## src/rtl/wb_write_queue.sv

```systemverilog
// rtl/wb_write_queue.sv - in-order write-back queue feeding the register file write port.
// Optional youngest-value forwarding lookups are built when WB_FORWARD_EN is defined.
module wb_write_queue #(
    parameter int REGWIDTH = 16,
    parameter int DEPTH    = 4
) (
    input  logic                     clk,
    input  logic                     rst,
    input  logic                     enq_valid,
    input  logic [2:0]               enq_sel,
    input  logic [REGWIDTH-1:0]      enq_data,
    output logic                     enq_ready,
    input  logic                     hold,
    output logic                     wr_en,
    output logic [2:0]               wr_sel,
    output logic [REGWIDTH-1:0]      wr_data,
    input  logic [2:0]               lk1_sel,
    input  logic [2:0]               lk2_sel,
    output logic                     lk1_hit,
    output logic                     lk2_hit,
    output logic [REGWIDTH-1:0]      lk1_data,
    output logic [REGWIDTH-1:0]      lk2_data,
    output logic [$clog2(DEPTH):0]   count,
    output logic                     err
);

    localparam int PTRW = $clog2(DEPTH);
    localparam int CNTW = PTRW + 1;

    logic [PTRW-1:0]     head_q, head_d, tail_q, tail_d;
    logic [CNTW-1:0]     count_q, count_d;
    logic                err_q, err_d;
    logic [2:0]          sel_mem_q [DEPTH];
    logic [2:0]          sel_mem_d [DEPTH];
    logic [REGWIDTH-1:0] data_mem_q [DEPTH];
    logic [REGWIDTH-1:0] data_mem_d [DEPTH];
    logic [2:0]          wr_sel_q, wr_sel_d;
    logic [REGWIDTH-1:0] wr_data_q, wr_data_d;
    logic                enq_fire;

    assign enq_ready = (count_q != CNTW'(DEPTH));
    assign wr_en     = (count_q != '0) && !hold;
    assign wr_sel    = wr_sel_q;
    assign wr_data   = wr_data_q;
    assign count     = count_q;
    assign err       = err_q;
    assign enq_fire  = enq_valid && enq_ready;

    always_comb begin
        head_d     = head_q;
        tail_d     = tail_q;
        count_d    = count_q;
        sel_mem_d  = sel_mem_q;
        data_mem_d = data_mem_q;
        err_d      = err_q | (enq_valid & ~enq_ready);
        if (enq_fire) begin
            sel_mem_d[tail_q]  = enq_sel;
            data_mem_d[tail_q] = enq_data;
            tail_d             = tail_q + PTRW'(1);
        end
        if (wr_en) begin
            head_d = head_q + PTRW'(1);
        end
        if (enq_fire && !wr_en) begin
            count_d = count_q + CNTW'(1);
        end else if (!enq_fire && wr_en) begin
            count_d = count_q - CNTW'(1);
        end
        // Output registers preload the next head slot, including a slot written this edge.
        wr_sel_d  = sel_mem_d[head_d];
        wr_data_d = data_mem_d[head_d];
    end

    always_ff @(posedge clk) begin
        if (rst) begin
            head_q    <= '0;
            tail_q    <= '0;
            count_q   <= '0;
            err_q     <= 1'b0;
            wr_sel_q  <= '0;
            wr_data_q <= '0;
        end else begin
            head_q    <= head_d;
            tail_q    <= tail_d;
            count_q   <= count_d;
            err_q     <= err_d;
            wr_sel_q  <= wr_sel_d;
            wr_data_q <= wr_data_d;
        end
    end

    always_ff @(posedge clk) begin
        sel_mem_q  <= sel_mem_d;
        data_mem_q <= data_mem_d;
    end

`ifdef WB_FORWARD_EN
    logic [PTRW-1:0] lk_idx;

    // Walk oldest to youngest so the last match left standing is the youngest.
    always_comb begin
        lk_idx   = '0;
        lk1_hit  = 1'b0;
        lk2_hit  = 1'b0;
        lk1_data = '0;
        lk2_data = '0;
        for (int i = 0; i < DEPTH; i++) begin
            lk_idx = head_q + PTRW'(i);
            if (CNTW'(i) < count_q) begin
                if (sel_mem_q[lk_idx] == lk1_sel) begin
                    lk1_hit  = 1'b1;
                    lk1_data = data_mem_q[lk_idx];
                end
                if (sel_mem_q[lk_idx] == lk2_sel) begin
                    lk2_hit  = 1'b1;
                    lk2_data = data_mem_q[lk_idx];
                end
            end
        end
    end
`else
    logic unused_lk;
    assign unused_lk = ^{lk1_sel, lk2_sel};
    assign lk1_hit   = 1'b0;
    assign lk2_hit   = 1'b0;
    assign lk1_data  = '0;
    assign lk2_data  = '0;
`endif

endmodule

```

## config.mk

```make
export PLATFORM = sky130hd
export DESIGN_NAME = wb_write_queue
export DESIGN_NICKNAME = d
export VERILOG_FILES = /design/src/rtl/wb_write_queue.sv
export SDC_FILE = /design/constraint.sdc
export NUM_CORES = 1
export LEC_CHECK = 0
export ABC_AREA = 1
export CAP_MARGIN = 25
export CELL_PAD_IN_SITES_DETAIL_PLACEMENT = 0
export CELL_PAD_IN_SITES_GLOBAL_PLACEMENT = 1
export CORE_MARGIN = 2
export CORE_UTILIZATION = 35
export CTS_CLUSTER_DIAMETER = 50
export CTS_CLUSTER_SIZE = 8
export DETAILED_ROUTE_END_ITERATION = 8
export DONT_BUFFER_PORTS = 1
export GPL_ROUTABILITY_DRIVEN = 0
export PLACE_DENSITY_LB_ADDON = 0.1
export SLEW_MARGIN = 20
export SYNTH_ARGS = -nofsm -noshare
export SYNTH_HDL_FRONTEND = slang
export SYNTH_SLANG_ARGS = --single-unit
```

## constraint.sdc

```tcl
create_clock -name clk -period 3 [get_ports clk]
set_input_delay 0.6 -clock clk [delete_from_list [all_inputs] [get_ports clk]]
set_output_delay 0.6 -clock clk [all_outputs]
set_load 0.01 [all_outputs]
```

Word level (Yosys, flattened, before mapping)
Index checks and enable logic that the tools add are counted.
{"block": "classes", "n_addsub": 4, "n_lt_le_gt_ge": 3, "eq_ne": 1, "n_mux": 17, "n_bitwise": 5, "n_reduce_logical": 10}
{"cell": "bitwise mux 64 bit", "n": 1}
{"cell": "2-to-1 mux 64 bit", "n": 1}
{"cell": "2-to-1 mux 16 bit", "n": 3}
{"cell": "binary-select mux 16 bit (select 2 bit)", "n": 1}
{"cell": "demux 16 bit (select 2 bit)", "n": 1}
{"cell": "2-to-1 mux 3 bit", "n": 5}
{"cell": "bitwise mux 12 bit", "n": 1}
{"cell": "2-to-1 mux 12 bit", "n": 1}
{"cell": "binary-select mux 3 bit (select 2 bit)", "n": 1}
{"cell": "demux 3 bit (select 2 bit)", "n": 1}
{"cell": "greater-or-equal comparator 3 bit, second input constant", "n": 2}
{"cell": "inverter 2 -> 3 bit", "n": 2}
{"cell": "logical AND 1 bit", "n": 5}
{"cell": "adder 2 x 1 -> 2 bit, second input constant", "n": 2}
{"cell": "adder 3 x 1 -> 3 bit, second input constant", "n": 1}
{"cell": "zero test 1 bit", "n": 3}
{"cell": "less-than comparator 3 x 1 -> 1 bit, second input constant", "n": 1}
{"cell": "inequality test 3 bit, second input constant", "n": 1}
{"cell": "nonzero test 3 bit", "n": 1}
{"cell": "subtractor 3 x 1 -> 3 bit, second input constant", "n": 1}
{"cell": "2-to-1 mux 2 bit", "n": 1}
{"cell": "nonzero test 2 bit", "n": 1}
{"cell": "AND 1 bit", "n": 1}
{"cell": "inverter 1 bit", "n": 1}
{"cell": "bitwise OR 1 bit", "n": 1}
{"block": "totals", "regBits": 103, "in_bits": 29, "out_inout_bits": 59, "elab_cells": 54}

Depth between registers and ports, before layout
Gate-level depths: netlist (run 1).
{"block": "logic_depth", "word_depth": 10, "depth_mapped": 13, "mapped_depth_nobuf": 11}

Least setup slack after synthesis (run 1)
OpenSTA, ideal clock, no wires.
{"block": "synth_timing", "path_type": "flip-flop to flip-flop", "from": "register count_q[0] (netlist: count[0])", "to": "register count_q[2] (netlist: count[2])", "setup_time_ns": 0.115, "arrival_ns": 2.056, "t_required_ns": 2.885, "slack_ns": 0.829, "path_stages_with_launch": 14, "n_path_buf": 2, "synth_period_minus_slack_ns": 2.171, "path_cell_list": "dfxtp_1 -> nor2_4 -> nand2_2 -> nand2_4 -> buf_6 -> buf_2 -> inv_1 -> ha_1 -> inv_1 -> fa_1 -> o21ai_0 -> a21o_1 -> a21oi_1 -> o21a_1"}
{"block": "synth_via", "elab_chain_cells": 5, "elab_cells_between_ends": 13, "cone_classes": "add/sub (2); eq/ne (1); mux (2); reduce/logical (8)"}
{"element": "start: declaration", "line_no": "31", "text": "logic [CNTW-1:0] count_q, count_d;"}
{"element": "start signal: assignment", "line_no": "85", "text": "count_q <= count_d;"}
{"element": "parallel branches: the longest is 5 deep, another holds subtractor 3 x 1 -> 3 bit"}
Several ways; the timed one is not identified. The select of a mux whose other input is x is not followed.
A chain may end at the register's enable or synchronous reset.

Final worst setup path (run 1)
{"block": "layout_timing", "from": "register count_q[0] (netlist: count[0])", "to": "output port enq_ready"}
{"block": "layout_via", "elab_chain_cells": 1}
{"element": "inequality test 3 bit", "line_no": "41", "text": "assign enq_ready = (count_q != CNTW'(DEPTH));"}
{"element": "end: declaration", "line_no": "12", "text": "output logic enq_ready,"}
No other way between the ends.

==> PnR_summary.wiki, run 1 <==
{| class="wikitable"
! Metric !! Value
|-
| Run status || completed
|-
| I/O Pins || 88
|-
| Number of resized instances in the post-cts repair step || 0
|-
| Antenna cells || 0
|-
| Total clock buffers created by CTS || 9
|-
| Min-delay worst type || input port to register
|-
| Number of antenna violations at the first check in global routing || 0
|-
| Maximum clock rate || around 470 MHz
|-
| Required @ worst endpoint || 2.40 ns
|-
| CTS sink cnt || between 100 and 150
|-
| Final #Nets || between 900 and 1000
|-
| Design area || slightly below 6000 sq um
|-
| Overall fraction of global-route tracks in use || a little under a fifth
|-
| Floorplan row count || 46
|-
| Wire length of the first global-routing pass || 24700 um
|-
| Worst-skew pair later-pin latency || around 0.36 ns
|-
| Cell family with the largest share of critical-path delay || flip-flops
|-
| Clock skew || roughly 0.0084 ns
|-
| Die ar. || ~17000 sq um
|-
| Leading cell types by total area after synthesis || sky130_fd_sc_hd__dfxtp_1 (37%), sky130_fd_sc_hd__nand2_1 (20%), sky130_fd_sc_hd__inv_1 (12%)
|-
| Peak per-stage delay on the critical path || 0.51 ns
|-
| Hold violation count in the final report || 0
|-
| Final number of setup-violating endpoints || 0
|-
| Number of search-and-repair iterations in the first detailed-routing pass || 5
|-
| Starting density of the core || between 30% and 40%
|-
| Ordered list of cells on the worst path || nor2_4, nand2_2, buf_4
|-
| Period Utilization, post-route || 70.6%
|-
| Commonest non-fill, non-tap cell in the layout || sky130_fd_sc_hd__nand2_1
|-
| H-Tree Level Count || 3
|-
| Number of fill cells in the layout || 1703
|-
| CORE AREA || around 16000 sq um
|-
| Clock tree from TritonCTS || done
|-
| Per-cell via count in the routed design || 4.52
|-
| Start point of the worst min-delay path || rst
|-
| Detail Route Antenna Nets || 0
|-
| Number of flip-flops and latches in the synthesized netlist || 103
|-
| Startpoint of the lowest-slack register-to-register path || tail_q[0]$_SDFFE_PP0N_
|-
| Number of global-route vias before repair || ~4700
|-
| Critical path capture point type || output pin
|-
| Total standard cell area after synthesis || ~5600 sq um
|-
| Leakage power of the design || around 0.0033 uW
|-
| Die Y || 131 um
|-
| Hold buffer count at CTS || 0
|-
| Area grow syn2layout || 5.37%
|-
| Critical Setup Path Class || register to output pin
|-
| Number of buffers added for setup after CTS || 0
|-
| Unrepaired setup endpoints after global routing || no
|-
| Startpoint type of the worst setup path || register
|-
| Port Buffers || 0
|-
| Final worst path period need || between 2 and 2.5 ns
|-
| Final global-route overflow total || 0
|-
| Post-DP HPWL || 9280 um
|-
| Leading cell types in the layout, fill and taps excluded || sky130_fd_sc_hd__nand2_1 (293), sky130_fd_sc_hd__inv_1 (180), sky130_fd_sc_hd__dfxtp_1 (103)
|-
| Drt wl/cell || around 14 um
|-
| Instance count of the mapped netlist || between 900 and 1000
|-
| Top fanout value on the critical path || 39
|-
| CTS root buf || sky130_fd_sc_hd__clkbuf_16
|-
| Syn. warnings || 0
|-
| Aggregate negative setup slack || 0 ns
|-
| Sequential share of the synthesized area || 36.7%
|-
| Beginning of the critical path || count[0]$_SDFFE_PP0P_
|-
| Number of max-slew violations in the final report || 0
|-
| Buffers and inverters on the worst path || 1
|-
| Clock-pin slew of the registers on the worst-case setup and hold paths || about 0.07 ns
|-
| Total power per unit cell area || ~1100 nW/um^2
|-
| Remaining max-slew budget at the tightest pin || 43.9%
|-
| Syn_area_per_cell || around 6.2 sq um
|-
| Share of the synthesized area in the top cell type || a little under two fifths
|-
| Worst Max-Slew Pin Slew || 0.840 ns
|-
| DR DRC count || 0
|-
| Data arrival time of the critical path || around 1.5 ns
|-
| Largest net degree at the start of global routing || ~120
|-
| Count of maximum capacitance violations || 0
|-
| Via Count || about 5000
|-
| Share of cells above drive strength 1 || under 10%
|-
| Cell taking the most area after synthesis || sky130_fd_sc_hd__dfxtp_1
|-
| Slowest CP cell || sky130_fd_sc_hd__dfxtp_1
|-
| Number of DRC violations after detailed-routing iteration 0 || ~290
|-
| IR drop worst, VDD || ~0.4 mV
|-
| Cell area reported after detailed placement || around 5600 sq um
|-
| Largest buffer count on any clock path || 2
|-
| Unique masters post-synth || 26
|-
| Wire length reported by the detailed router || 15400 um
|-
| Die width || between 100 and 150 um
|}
[worst reg2reg max path: cells and delay by family, from the launching register on]
family / cells / cell delay [ns]
compound gates: 1 / 0.17
simple gates: 6 / 0.42
fa+ha+maj: 1 / 0.48
flops: 1 / 0.34
buf+inv: 3 / 0.53
[registers in the layout, indices dropped and copies added (netlist names)]
signal and cells:
wr_data 16, tail_q 2, head_q 2, data_mem_q 64
wr_sel 3, err 1, count 3, sel_mem_q 12
[per-layer routing]
layer	track usage [%]	up-vias	wire length, um
met3	3.01	18	629
met2	31.3	97	7170
li1	-	2575	-
met4	8.26	0	304
met5	0	-	0
met1	24.8	2268	7310
[area by class of cell]
type	instances	area, sq um	area share [%]
inverter	185	694	11.7
multi-input combinational	564	2470	41.8
timing repair buffer	12	103	1.73
clock inverter	3	40.0	0.677
clock buffer	13	270	4.57
sequential	103	2060	34.9
tap	216	270	4.57
[synth_stat cells]
cell,n
sky130_fd_sc_hd__clkinv_1,1
sky130_fd_sc_hd__nand2_4,2
sky130_fd_sc_hd__ha_1,5
sky130_fd_sc_hd__o21a_1,1
sky130_fd_sc_hd__nand4_1,19
sky130_fd_sc_hd__inv_2,4
sky130_fd_sc_hd__conb_1,1
sky130_fd_sc_hd__fa_1,1
sky130_fd_sc_hd__xnor2_1,1
sky130_fd_sc_hd__a21o_1,1
sky130_fd_sc_hd__nand2_2,3
sky130_fd_sc_hd__buf_6,3
sky130_fd_sc_hd__a211oi_1,1
sky130_fd_sc_hd__nand2_1,293
sky130_fd_sc_hd__dfxtp_1,103
sky130_fd_sc_hd__xor2_1,1
sky130_fd_sc_hd__clkbuf_1,15
sky130_fd_sc_hd__buf_4,36
sky130_fd_sc_hd__nor2_4,1
sky130_fd_sc_hd__buf_2,28
sky130_fd_sc_hd__a21oi_1,23
sky130_fd_sc_hd__nand3_1,59
sky130_fd_sc_hd__clkbuf_2,1
sky130_fd_sc_hd__nor2_1,42
sky130_fd_sc_hd__inv_1,180
sky130_fd_sc_hd__o21ai_0,77
[report_power, final]
| part | switching (uW) | internal (uW) |
|---|---|---|
| Sequential | 321 | 2010 |
| Combinational | 2050 | 979 |
| Clock | 533 | 714 |
[worst paths after layout]
path              cells past startpoint                    end  slack (ns)
setup / recovery                      3              enq_ready        0.88
hold / removal                        1         err$_SDFF_PP0_        0.30
setup reg to reg                     11  wr_data[5]$_SDFF_PP0_        1.00
hold reg to reg                       2         err$_SDFF_PP0_        0.49
[through the flow]
step	setup slack (ns)	utilization [%]	cells	total power [uW]	hold slack, ns
floorplan	0.829	-	935	4750	0.474
global placement	0.992	35.5	1080	5330	0.487
detailed placement	0.995	35.5	1080	5420	0.489
CTS	0.856	37.5	1096	6700	0.291
global route	0.753	37.5	1096	7300	0.296
finish	0.881	37.5	1096	6610	0.304
[kinds of logic (layout without fill, tap and decap cells)]
kind of cell,count (synthesis),after routing,share of synthesized area (%)
adders and majority gates,6,6,1.47
other,1,34,0.0668
xor gates and xnor gates,2,2,0.312
AOI/OAI and AO/OA,103,103,9.32
DFF,103,103,36.7
buffers and inverters,268,213,21.4
and+or+nand+nor,419,419,30.7
Note: power is estimated with default switching activity, not from simulation.
==> run 2, diff against run 1 <==
Clock period 3 ns to 1.8 ns, I/O delays scaled along.
==> run 2 against run 1 <==
Net effect:
- via count up 1.4%
- register-to-register slack got worse by 0.89 ns
- clock-buffer cell count shrank 1
- setup slack worse by 0.77 ns
- combinational power up 87%
- clock power up 46%
- critical path depth up 6
- non-clock buffer count is 19 higher
- global-route usage fell by 0.79 points
- critical endpoint is now wr_data[15]$_SDFF_PP0_
==> PnR_summary.wiki, run 2 (same netlist as run 1, synthesis figures left out) <==
{| class="wikitable"
! Metric !! Value
|-
| Peak per-stage delay on the critical path || 0.35 ns (-0.16 ns)
|-
| Hold Slack || 0.0646 ns (-0.239 ns)
|-
| Design area || 6100 sq um (+3.1%)
|-
| Count of maximum capacitance violations || 0 (unchanged)
|-
| Maximum clock rate || 592 MHz
|-
| Share of power burned in combinational logic || 49.9% (+4.1 points)
|-
| Hold violation count in the final report || 0 (unchanged)
|-
| Critical path capture point type || register
|-
| Die Y || 131 um (unchanged)
|-
| Final Instance Count excl. Fillers || 1113 (+1.6%)
|-
| Number of max-slew violations in the final report || 0 (unchanged)
|-
| Net switching component of the power || 4980 uW (+72%)
|-
| Sum of met3 wire segment lengths after detailed routing || 589 um (-6.4%)
|-
| CTS root buf || sky130_fd_sc_hd__clkbuf_16
|-
| Total clock buffers created by CTS || 9 (unchanged)
|-
| Floorplan row count || 46 (unchanged)
|-
| Via Count || 5025 (+1.4%)
|-
| Ordered list of cells on the worst path || nor2_4, nand2_2, nand2_4, buf_4, clkbuf_16, o21ai_1, nand2_1, nand3_1, a21oi_1
|-
| Portion of total power attributed to sequential cells || 34.1% (-1.2 points)
|-
| Critical Setup Path Class || register to register
|-
| Switching part of the total power || 43.9% (about the same)
|-
| Antenna cells || 0 (unchanged)
|-
| Flip-flop count of the largest register, all copies and words added || 64 (unchanged)
|-
| Worst slack at placement || 0.0682 ns (-0.926 ns)
|-
| Die width || 131 um (unchanged)
|-
| Share of cells above drive strength 1 || 6.91% (+2.7 points)
|-
| Wire length reported by the detailed router || 15500 um (+0.43%)
|-
| Area grow syn2layout || 8.67%
|-
| Internal || 6370 uW (+72%)
|-
| Number of antenna violations at the first check in global routing || 0 (unchanged)
|-
| DR DRC count || 0 (unchanged)
|-
| Cell family with the largest share of critical-path delay || simple AND/OR/NAND/NOR gates
|-
| Hold buffer count at CTS || 0 (unchanged)
|-
| Top fanout value on the critical path || 58 (+49%)
|-
| Post-DP HPWL || 9940 um (+7.1%)
|-
| Worst Max-Slew Pin Slew || 0.516 ns (-0.324 ns)
|-
| Largest buffer count on any clock path || 2 (unchanged)
|-
| Leakage power of the design || 0.00335 uW (+2.7%)
|-
| Slowest CP cell || sky130_fd_sc_hd__dfxtp_4
|-
| Remaining max-slew budget at the tightest pin || 65.6% (+22 points)
|-
| Number of DRC violations after detailed-routing iteration 0 || 299 (+2.7%)
|-
| Data arrival time of the critical path || 1.95 ns (+0.43 ns)
|-
| Largest net degree at the start of global routing || 118 (unchanged)
|-
| Port Buffers || 0 (unchanged)
|-
| Clock skew || 0.00571 ns (-0.00273 ns)
|-
| Clock network fraction of total power || 16.0% (-2.9 points)
|-
| Total power per unit cell area || 1860 nW/um^2 (+67%)
|-
| Overall fraction of global-route tracks in use || 18.2% (-0.79 points)
|-
| IR drop worst, VDD || 0.539 mV (+34%)
|-
| Met1 routed wirelength after detailed routing || 7410 um (+1.4%)
|-
| Setup WS post-layout || 0.110 ns (-0.771 ns)
|-
| Die ar. || 17100 sq um (unchanged)
|-
| Final number of setup-violating endpoints || 0 (unchanged)
|-
| CORE AREA || 15800 sq um (unchanged)
|-
| H-Tree Level Count || 3 (unchanged)
|-
| Required @ worst endpoint || 2.07 ns (-0.33 ns)
|-
| Highest metal layer with signal wires || met4
|-
| Final #Nets || 929 (+2.1%)
|-
| Buffers and inverters on the worst path || 2 (+1)
|-
| Commonest non-fill, non-tap cell in the layout || sky130_fd_sc_hd__nand2_1
|-
| I/O Pins || 88 (unchanged)
|-
| CTS sink cnt || 103 (unchanged)
|-
| Clock-pin slew of the registers on the worst-case setup and hold paths || 0.07 ns (about the same)
|-
| Drt wl/cell || 13.9 um (-1.1%)
|-
| Startpoint type of the worst setup path || register
|-
| Period Utilization, post-route || around 94%
|-
| Final worst path period need || 1.69 ns
|-
| Per-cell via count in the routed design || 4.51 (-0.20%)
|-
| Min-delay worst type || input port to register
|-
| Detail Route Antenna Nets || 0 (unchanged)
|-
| Cell area reported after detailed placement || 5780 sq um (+3.1%)
|-
| Starting density of the core || 35.6% (unchanged)
|-
| Worst-skew pair later-pin latency || 0.35 ns (about the same)
|-
| Clock tree from TritonCTS || done
|-
| Total power draw || 11400 uW (+72%)
|-
| Number of global-route vias before repair || 4541 (-3.6%)
|-
| Final global-route overflow total || 0 (unchanged)
|-
| Number of search-and-repair iterations in the first detailed-routing pass || 5 (unchanged)
|-
| Wire length of the first global-routing pass || 23800 um (-3.5%)
|-
| Met2 WL post-DR || 7200 um (+0.40%)
|-
| Post-Place Cells || 1095 (+1.4%)
|-
| Run status || completed
|-
| Most flops, register || data_mem_q
|-
| Unrepaired setup endpoints after global routing || no
|-
| Leading cell types in the layout, fill and taps excluded || sky130_fd_sc_hd__nand2_1 (293), sky130_fd_sc_hd__inv_1 (178), sky130_fd_sc_hd__dfxtp_1 (100)
|}
[run 2: cell count changes in the layout (fill, tap and decap cells not counted), sizes merged]
cell | before | now
bufinv | 1 | 0
buf | 12 | 30
[run 2: stage by stage]
stage / setup TNS [ns] / util [%]
5_1_grt: 0 / 38.7
2_1_floorplan: -0.125 / -
4_1_cts: 0 / 38.3
3_3_place_gp: 0 / 36.6
6_report: 0 / 38.7
3_5_place_dp: 0 / 36.6
[run 2: final timing paths]
check,start,endpoint,cells after the start,slack [ns]
max,count[0]$_SDFFE_PP0P_,wr_data[15]$_SDFF_PP0_,9,0.11
min,rst,count[0]$_SDFFE_PP0P_,1,0.06
max reg2reg,count[0]$_SDFFE_PP0P_,wr_data[15]$_SDFF_PP0_,9,0.11
min reg2reg,tail_q[0]$_SDFFE_PP0N_,tail_q[0]$_SDFFE_PP0N_,2,0.49
[run 2: final cells by class]
cell class	count	area [sq um]
Timing Repair Buffer	31	308
Inverter	185	697
Fill cell	1714	9670
Tap cell	216	270
Clock buffer	12	246
Sequential cell	103	2070
Clock inverter	2	10.0
Multi-Input combinational cell	564	2500
[run 2: power by group through the flow]
stage,registers [uW],clock network [uW],logic (uW)
floorplan,3820,0,4160
global placement,3910,0,5370
global route,3970,1980,6480
detailed placement,3920,0,5540
finish,3870,1820,5660
CTS,3880,1880,5570
[run 2: worst reg2reg max path, cell delays in order, from the launching register on]
cell and delay (ns):
sky130_fd_sc_hd__dfxtp_4 0.35, sky130_fd_sc_hd__nor2_4 0.13, sky130_fd_sc_hd__nand2_2 0.09, sky130_fd_sc_hd__nand2_4 0.11, sky130_fd_sc_hd__buf_4 0.15, sky130_fd_sc_hd__clkbuf_16 0.29, sky130_fd_sc_hd__o21ai_1 0.14, sky130_fd_sc_hd__nand2_1 0.07
sky130_fd_sc_hd__nand3_1 0.10, sky130_fd_sc_hd__a21oi_1 0.18
[run 2: per-layer routing]
| layer | vias to the layer above | GRT usage (%) |
|---|---|---|
| met2 | 102 | 29.4 |
| li1 | 2609 | - |
| met3 | 17 | 2.89 |
| met1 | 2297 | 24.9 |
| met5 | - | 0 |
| met4 | 0 | 6.26 |
[run 2: repair_timing]
action,in CTS,in global routing
buffers inserted,0,3
setup endpoints to repair,0,20
endpoints found under the hold margin,0,0
resized for setup,0,17
